## config.mk

```make
export PLATFORM = sky130hd
export DESIGN_NAME = serial_adder_flat
export DESIGN_NICKNAME = d
export VERILOG_FILES = /design/src/rtl/serial_adder_if.sv /design/src/rtl/serial_adder.sv /design/src/flat_wrapper.sv
export SDC_FILE = /design/constraint.sdc
export NUM_CORES = 1
export LEC_CHECK = 0
export BUFFER_PORTS_ARGS = -buffer_cell sky130_fd_sc_hd__buf_2
export CAP_MARGIN = 5
export CORE_MARGIN = 2
export CORE_UTILIZATION = 54
export CTS_BUF_LIST = sky130_fd_sc_hd__clkbuf_8
export CTS_CLUSTER_SIZE = 8
export DETAILED_ROUTE_END_ITERATION = 10
export PLACE_DENSITY = 0.82
export SETUP_SLACK_MARGIN = 0.4
export SLEW_MARGIN = 10
export SYNTH_ARGS = -nofsm -noshare
export SYNTH_HDL_FRONTEND = slang
export SYNTH_SLANG_ARGS = --single-unit
```

## constraint.sdc

```tcl
create_clock -name i_clk -period 1.8 [get_ports i_clk]
set_clock_uncertainty 0.2 [all_clocks]
set_input_delay 0.18 -clock i_clk [delete_from_list [all_inputs] [get_ports i_clk]]
set_output_delay 0.18 -clock i_clk [all_outputs]
set_load 0.02 [all_outputs]
```

## src/rtl/serial_adder_if.sv

```systemverilog
// Handshake/operand/result bundle for serial_adder.
// The i_sub field exists only when SERIAL_ADDER_SUB_EN is defined.
interface serial_adder_if #(
  parameter int WIDTH = 8
);
  logic             i_start;
  logic [WIDTH-1:0] i_a;
  logic [WIDTH-1:0] i_b;
  logic             i_cin;
`ifdef SERIAL_ADDER_SUB_EN
  logic             i_sub;
`endif
  logic             o_busy;
  logic             o_done;
  logic [WIDTH-1:0] o_sum;
  logic             o_cout;

  modport master (
`ifdef SERIAL_ADDER_SUB_EN
    output i_sub,
`endif
    output i_start, i_a, i_b, i_cin,
    input  o_busy, o_done, o_sum, o_cout
  );

  modport slave (
`ifdef SERIAL_ADDER_SUB_EN
    input  i_sub,
`endif
    input  i_start, i_a, i_b, i_cin,
    output o_busy, o_done, o_sum, o_cout
  );
endinterface

```

## src/rtl/serial_adder.sv

```systemverilog
// Bit-serial WIDTH-bit adder: one full-adder cell, LSB first, carry kept in a flop.
// Optional subtract mode is enabled with the SERIAL_ADDER_SUB_EN macro.
module serial_adder #(
  parameter int WIDTH = 8
) (
  input  logic            i_clk,
  input  logic            i_rst,
  serial_adder_if.slave   bus
);

  localparam int              CW       = $clog2(WIDTH);
  localparam logic [CW-1:0]   CNT_LAST = CW'(WIDTH - 1);
  localparam logic [CW-1:0]   CNT_ONE  = CW'(1);

  typedef enum logic [1:0] {
    ST_IDLE = 2'd0,
    ST_RUN  = 2'd1,
    ST_DONE = 2'd2
  } state_t;

  state_t           r_state;
  logic [WIDTH-1:0] r_sa;
  logic [WIDTH-1:0] r_sb;
  logic             r_c;
  logic [CW-1:0]    r_cnt;
  logic             r_busy;
  logic             r_done;
  logic [WIDTH-1:0] r_sum;
  logic             r_cout;

  logic             w_s;
  logic             w_co;
  logic [WIDTH-1:0] w_b_load;
  logic             w_c_load;

  function automatic logic fa_sum(input logic x, input logic y, input logic c);
    return x ^ y ^ c;
  endfunction

  function automatic logic fa_carry(input logic x, input logic y, input logic c);
    return (x & y) | (x & c) | (y & c);
  endfunction

  assign w_s  = fa_sum(r_sa[0], r_sb[0], r_c);
  assign w_co = fa_carry(r_sa[0], r_sb[0], r_c);

`ifdef SERIAL_ADDER_SUB_EN
  // a - b is a + ~b + 1; cin is ignored when subtracting
  assign w_b_load = bus.i_sub ? ~bus.i_b : bus.i_b;
  assign w_c_load = bus.i_sub ? 1'b1 : bus.i_cin;
`else
  assign w_b_load = bus.i_b;
  assign w_c_load = bus.i_cin;
`endif

  assign bus.o_busy = r_busy;
  assign bus.o_done = r_done;
  assign bus.o_sum  = r_sum;
  assign bus.o_cout = r_cout;

  // Sum bits enter r_sa from the top as operand A drains out of bit 0.
  always_ff @(posedge i_clk) begin
    if (i_rst) begin
      r_state <= ST_IDLE;
      r_sa    <= {WIDTH{1'b0}};
      r_sb    <= {WIDTH{1'b0}};
      r_c     <= 1'b0;
      r_cnt   <= {CW{1'b0}};
      r_busy  <= 1'b0;
      r_done  <= 1'b0;
      r_sum   <= {WIDTH{1'b0}};
      r_cout  <= 1'b0;
    end else begin
      r_done <= 1'b0;
      case (r_state)
        ST_IDLE, ST_DONE: begin
          if (bus.i_start) begin
            r_sa    <= bus.i_a;
            r_sb    <= w_b_load;
            r_c     <= w_c_load;
            r_cnt   <= {CW{1'b0}};
            r_busy  <= 1'b1;
            r_state <= ST_RUN;
          end else begin
            r_busy  <= 1'b0;
            r_state <= ST_IDLE;
          end
        end
        ST_RUN: begin
          r_c  <= w_co;
          r_sa <= {w_s, r_sa[WIDTH-1:1]};
          r_sb <= {1'b0, r_sb[WIDTH-1:1]};
          if (r_cnt == CNT_LAST) begin
            r_cnt   <= {CW{1'b0}};
            r_sum   <= {w_s, r_sa[WIDTH-1:1]};
            r_cout  <= w_co;
            r_done  <= 1'b1;
            r_busy  <= 1'b0;
            r_state <= ST_DONE;
          end else begin
            r_cnt   <= r_cnt + CNT_ONE;
            r_state <= ST_RUN;
          end
        end
        default: begin
          r_busy  <= 1'b0;
          r_state <= ST_IDLE;
        end
      endcase
    end
  end

endmodule

```

## src/flat_wrapper.sv

```systemverilog
// flat-port wrapper written by rule: the top's interface ports become plain ports
module serial_adder_flat 
#(
  parameter int WIDTH = 8
)
  (i_clk, i_rst, bus_i_start, bus_i_a, bus_i_b, bus_i_cin, bus_o_busy, bus_o_done, bus_o_sum, bus_o_cout);
  serial_adder_if #(.WIDTH(WIDTH)) bus_i ();
  input  logic i_clk;
  input  logic i_rst;
  input wire logic [$bits(bus_i.i_start)-1:0] bus_i_start;
  input wire logic [$bits(bus_i.i_a)-1:0] bus_i_a;
  input wire logic [$bits(bus_i.i_b)-1:0] bus_i_b;
  input wire logic [$bits(bus_i.i_cin)-1:0] bus_i_cin;
  output wire logic [$bits(bus_i.o_busy)-1:0] bus_o_busy;
  output wire logic [$bits(bus_i.o_done)-1:0] bus_o_done;
  output wire logic [$bits(bus_i.o_sum)-1:0] bus_o_sum;
  output wire logic [$bits(bus_i.o_cout)-1:0] bus_o_cout;
  assign bus_i.i_start = bus_i_start;
  assign bus_i.i_a = bus_i_a;
  assign bus_i.i_b = bus_i_b;
  assign bus_i.i_cin = bus_i_cin;
  assign bus_o_busy = bus_i.o_busy;
  assign bus_o_done = bus_i.o_done;
  assign bus_o_sum = bus_i.o_sum;
  assign bus_o_cout = bus_i.o_cout;
  serial_adder #(.WIDTH(WIDTH)) u_core (.i_clk(i_clk), .i_rst(i_rst), .bus(bus_i));
endmodule
```

Yosys cells after proc, flatten, opt, wreduce, memory -nomap -nowiden
Cells that the tools add are included.

cells by class
  $add $sub $neg = 1
  equality and inequality tests = 5
  multiplexer cells = 16
  bitwise operators = 8
  reductions and logical operators = 6

operators with widths
  cell                 count
  $pmux 8 s2           2
  $mux 8               2
  $mux 3               2
  $pmux 3 s2           1
  $mux 1               5
  $pmux 1 s2           2
  $pmux 2 s2           1
  $reduce_and 2->1     2
  $reduce_or 2->1      2
  $add 3x1->3 const B  1
  $and 1x1->1          3
  $eq 3x3->1 const B   1
  $eq 2x1->1 const B   1
  $eq 2x2->1 const B   1
  $logic_not 2->1      1
  $mux 2               1
  $ne 2x1->1 const B   1
  $ne 2x2->1 const B   1
  $or 1x1->1           2
  $reduce_bool 2->1    1
  $xor 1x1->1          2
  $not 1->1            1

storage, ports and cells
  bits in registers = 33
  input port bits = 20
  output and inout port bits = 11
  logic and storage cells = 45

Logic depth before layout (Yosys ltp)
  depth in word-level cells = 4
  depth in mapped cells = 6
  depth with buffers taken out = 5

Worst setup path after synthesis
No wires, ideal clock.

  kind = reg-to-reg
  start = register u_core.r_cnt[0]
  end = register u_core.r_sum[0] (netlist: u_core.bus.o_sum[0])
  setup time = 0.071 ns
  data arrival time = 1.263 ns
  data required time = 1.529 ns
  slack = 0.266 ns
  cell stages (with the launch flop) = 7
  path buffers = 1
  clock period less this slack = 1.534 ns
  cells stage by stage = dfxtp_1 > ha_1 > ha_1 > nand3b_1 > clkbuf_1 > nand2_1 > a21oi_1

on the way
  longest elaborated chain between the ends = 2

RTL lines
  what                               RTL line            text
  start: declaration                 serial_adder.sv:25  logic [CW-1:0] r_cnt;
  start signal: assignment           serial_adder.sv:68  r_cnt <= {CW{1'b0}};
  start signal: assignment           serial_adder.sv:81  r_cnt <= {CW{1'b0}};
  start signal: assignment           serial_adder.sv:94  r_cnt <= {CW{1'b0}};
  $eq 3x3->1                         serial_adder.sv:93  if (r_cnt == CNT_LAST) begin
  $reduce_and 2->1 (no source line)  --
  end signal: assignment             serial_adder.sv:71  r_sum <= {WIDTH{1'b0}};
  end signal: assignment             serial_adder.sv:95  r_sum <= {w_s, r_sa[WIDTH-1:1]};
  end: declaration                   serial_adder.sv:28  logic [WIDTH-1:0] r_sum;

Every way passes these cells.
A chain may end at the register's enable or synchronous reset.

Worst setup path after layout
  start = register u_core.r_cnt[0]
  end = register u_core.r_sum[5] (netlist: u_core.bus.o_sum[5])

Same word-level chain as after synthesis.

==> summary.md <==
| Metric | Value |
|---|---|
| Status | finished, final reports clean |
| IO Port Bufs | 30 |
| HPWL Detailed | ~2.1 mm |
| Global-route usage over all layers | between 20% and 30% |
| CP Launch Type | flop |
| Internal Power | about 1.2 mW |
| I/O Pins | 31 |
| Synth Area in Simple Gates | between 20 and 30% |
| P per Cell Area | a little over 900 nW/um^2 |
| Synth Area in Compound Gates | between 10% and 20% |
| Sw Share | 25.2% |
| Clk pwr share | 36.4% |
| # rows | 17 |
| Final worst path period share | between 80 and 90% |
| Final #Nets | approximately 210 |
| Crit path time final | between 1 and 1.5 ns |
| Post-DR vias/cell | between 5 and 6 |
| Post-synth top area cell | dfxtp_1 |
| Die width | 53.1 um |
| Sequential power share | 49.1% |
| Mux cell area share after synthesis | 0% |
| Crit path cell chain | ha_4 > ha_4 > nand3b_1 > buf_6 > nand2_1 > a21oi_2 |
| Initial antenna violation count | 0 |
| Synth Area in Adders | under 10% |
| Clock sink total | 33 |
| Setup Slack @ Placement | 0.160 ns |
| Most common cell after layout, fill and taps aside | buf_2 |
| Reg-to-reg startpoint | u_core.r_cnt[0]$_SDFFE_PP0P_ |
| Hold EP | u_core.r_sb[3]$_SDFFE_PP0P_ |
| Pin count of the biggest net entering global routing | 34 |
| Pre-Repair DR Iteration Count | 5 |
| Share of post-route cells with drive strength above 1 | between 30 and 40% |
| Worst Hold Class | in2reg |
| Mapped Area | roughly 1300 um^2 |
| Vias | about 1300 |
| Die Y | 53.1 um |
| Leakage | ~0.72 nW |
| Number of global-route vias before repair | about 1300 |
| Routed wire length | ~3.4 mm |
| Max stage delay on crit path | between 0.3 and 0.4 ns |
| Slew of the pin with the lowest slew margin | about 0.62 ns |
| Cells after synthesis | 151 |
| Fin. max-slew vios | 0 |
| Seq/Total Area, Yosys | about 51% |
| RePlAce Congestion | between 0.7 and 0.8 |
| First-pass GRT wire length | 5.66 mm |
| Die ar. | approximately 2800 um^2 |
| Combinational power share | between 10% and 20% |
| H-tree depth | 2 |
| Initial Util | just under 60% |
| Most used cell, CP | ha_4 |
| RSZ-0062 raised after global routing | yes |
| TNS Setup | 0 ns |
| RR Endpoint | u_core.bus.o_sum[5]$_SDFFE_PP0P_ |
| Syn avg cell area | around 8.6 um^2 |
| Ys Warns | 0 |
| Post-route setup slack | ~0.32 ns |
| Worst slew margin | about 60% |
| Yosys cell types | 20 |
| Hold_sp | bus_i_b[3] |
| 1st-iter DRT viols | 52 |
| Area growth syn-to-layout | 36.6% |
| CP endpoint kind | flop |
| Yosys reg bits | 33 |
| Max-capacitance violation count | 0 |
| Maximum VDD drop | around 0.0008 V |
| Register-to-Register Path Depth | 6 |
| FF-to-FF setup slack | ~0.32 ns |
| Antenna Cells | 0 |
| Grt total ovfl | 0 |
| Skew-Pair Late Insertion Delay | ~0.28 ns |
| Most frequent cells in the layout | 30 x buf_2, 28 x dfxtp_1, 27 x nor3_1, 14 x o22ai_1, 12 x nand3_1 |
| Fmax | about 680 MHz |
| Synth Area in XOR/XNOR | 0% |
| Final setup viols | 0 |
| Routed len/inst | 15.4 um |
| Main combinational cell family by area after synthesis | simple AND/OR/NAND/NOR gates |
| CTS root buffer | clkbuf_8 |
| Switching pwr | ~0.42 mW |
| Clk buf depth | 2 |
| Crit Path Class | reg2reg |
| CTS Buf Count | 5 |
| Hold path cells | 3 |
| Worst Path Max Fanout | 6 |
| Top cells by area, synth | dfxtp_1 51%, nor3_1 11%, o22ai_1 6.7%, a21oi_1 5.0%, nand3_1 4.6% |
| Drc violations | 0 |
| Yosys top cell area share | 50.7% |
| Syn nets | about 170 |
| Critical path arrival | 1.49 ns |
| Power Total | approximately 1.7 mW |
| DRT antenna net count | 0 |
| CTS tree | yes |
| Core Region | between 2000 and 2500 um^2 |
| Critical path required time | between 1.5 and 2 ns |
| Final hold violation count | 0 |
| # fillers | about 160 |
| Crit-path slowest cell | dfxtp_4 |
| Clock-pin slew on the worst setup and hold paths | 0.07 ns |
| Layout Utilization | approximately four fifths |
-- layout make-up --
class	instances	area, um^2	area share, %
tap	28	35.0	1.97
timing repair buffer	48	325	18.3
clock buffer	7	96.3	5.41
multi-input combinational	103	646	36.3
clock inverter	1	5.00	0.281
sequential	33	672	37.8
-- synthesized netlist by cell type --
cell,count
dfxtp_1,33
nor3_1,28
nand2_1,15
o22ai_1,14
a21oi_1,13
nand3_1,12
nor2_1,6
buf_2,5
clkbuf_1,5
buf_4,4
nand3b_1,3
a311oi_1,2
ha_1,2
nand2b_1,2
nor2b_1,2
a31oi_1,1
buf_1,1
fa_1,1
nor4b_1,1
o21a_1,1
-- worst max-delay path, delay by kind of cell (launching register included) --
| family | cells | cell delay (ns) |
|---|---|---|
| AND/OR/NAND/NOR | 2 | 0.23 |
| buffers and inverters | 1 | 0.16 |
| adder cells (fa/ha/maj) | 2 | 0.33 |
| flip-flops | 1 | 0.35 |
| AO/OA/AOI/OAI | 1 | 0.13 |
-- power groups by stage --
| stage | registers (mW) | clock network, mW | logic, mW |
|---|---|---|---|
| 2_1_floorplan | 0.817 | 0 | 0.147 |
| 6_report | 0.813 | 0.602 | 0.239 |
| 4_1_cts | 0.811 | 0.609 | 0.226 |
| 3_5_place_dp | 0.825 | 0 | 0.208 |
| 3_3_place_gp | 0.822 | 0 | 0.197 |
| 5_1_grt | 0.817 | 0.643 | 0.264 |
-- metrics by stage --
| step | area, um^2 | instances | hold WS (ns) |
|---|---|---|---|
| 5_1_grt | 1780 | 220 | 0.00788 |
| 4_1_cts | 1740 | 219 | 0.00116 |
| 3_5_place_dp | 1490 | 202 | 0.229 |
| 3_3_place_gp | 1490 | 202 | 0.223 |
| 2_1_floorplan | 1320 | 151 | 0.116 |
| 6_report | 1780 | 220 | 0.00149 |
-- registers in the layout, summed over array words and instances, names as in the netlist --
signal,cells
u_core.r_sb,8
u_core.r_c,1
u_core.bus.o_cout,1
u_core.bus.o_sum,8
u_core.r_state,2
u_core.r_sa,8
u_core.bus.o_busy,1
u_core.r_cnt,3
u_core.bus.o_done,1
-- what timing repair did --
action / in CTS / in global routing
gates resized for setup: 21 / 9
hold buffers: 5 / 0
setup buffers: 3 / 1
cloned: 1 / 0
setup endpoints to repair: 24 / 27
hold endpoints to repair: 5 / 0
pin swaps: 12 / 2
-- routing by layer --
layer / global-route usage (%) / vias up / wire [um]
met5: 0 / - / 0
met4: 8.97 / 0 / 32
met3: 8.19 / 5 / 181
met2: 52.1 / 44 / 1820
met1: 31.7 / 635 / 1360
li1: - / 626 / -
-- kinds of logic (layout without fill, tap and decap cells) --
logic type,count (synthesis),after routing
buffers and inverters,15,56
adders and majority gates,3,3
DFF,33,33
and+or+nand+nor,69,69
AOI/OAI and AO/OA,31,31
-- worst max path at each step --
stage                                       startpoint                                to  slack [ns]  cells after the start
final                     u_core.r_cnt[0]$_SDFFE_PP0P_  u_core.bus.o_sum[5]$_SDFFE_PP0P_        0.32                      6
after detailed placement  u_core.r_cnt[0]$_SDFFE_PP0P_  u_core.bus.o_sum[6]$_SDFFE_PP0P_        0.16                      5
after global placement    u_core.r_cnt[0]$_SDFFE_PP0P_    u_core.bus.o_cout$_SDFFE_PP0P_        0.27                      5
after CTS                  u_core.r_sa[0]$_SDFFE_PP0P_       u_core.r_sa[7]$_SDFFE_PP0P_        0.34                      3
after global routing      u_core.r_cnt[0]$_SDFFE_PP0P_  u_core.bus.o_sum[5]$_SDFFE_PP0P_        0.27                      6
after floorplan                u_core.r_c$_SDFFE_PP0P_       u_core.r_sa[7]$_SDFFE_PP0P_        0.42                      3
No activity file was read; power rests on OpenSTA's default activity.
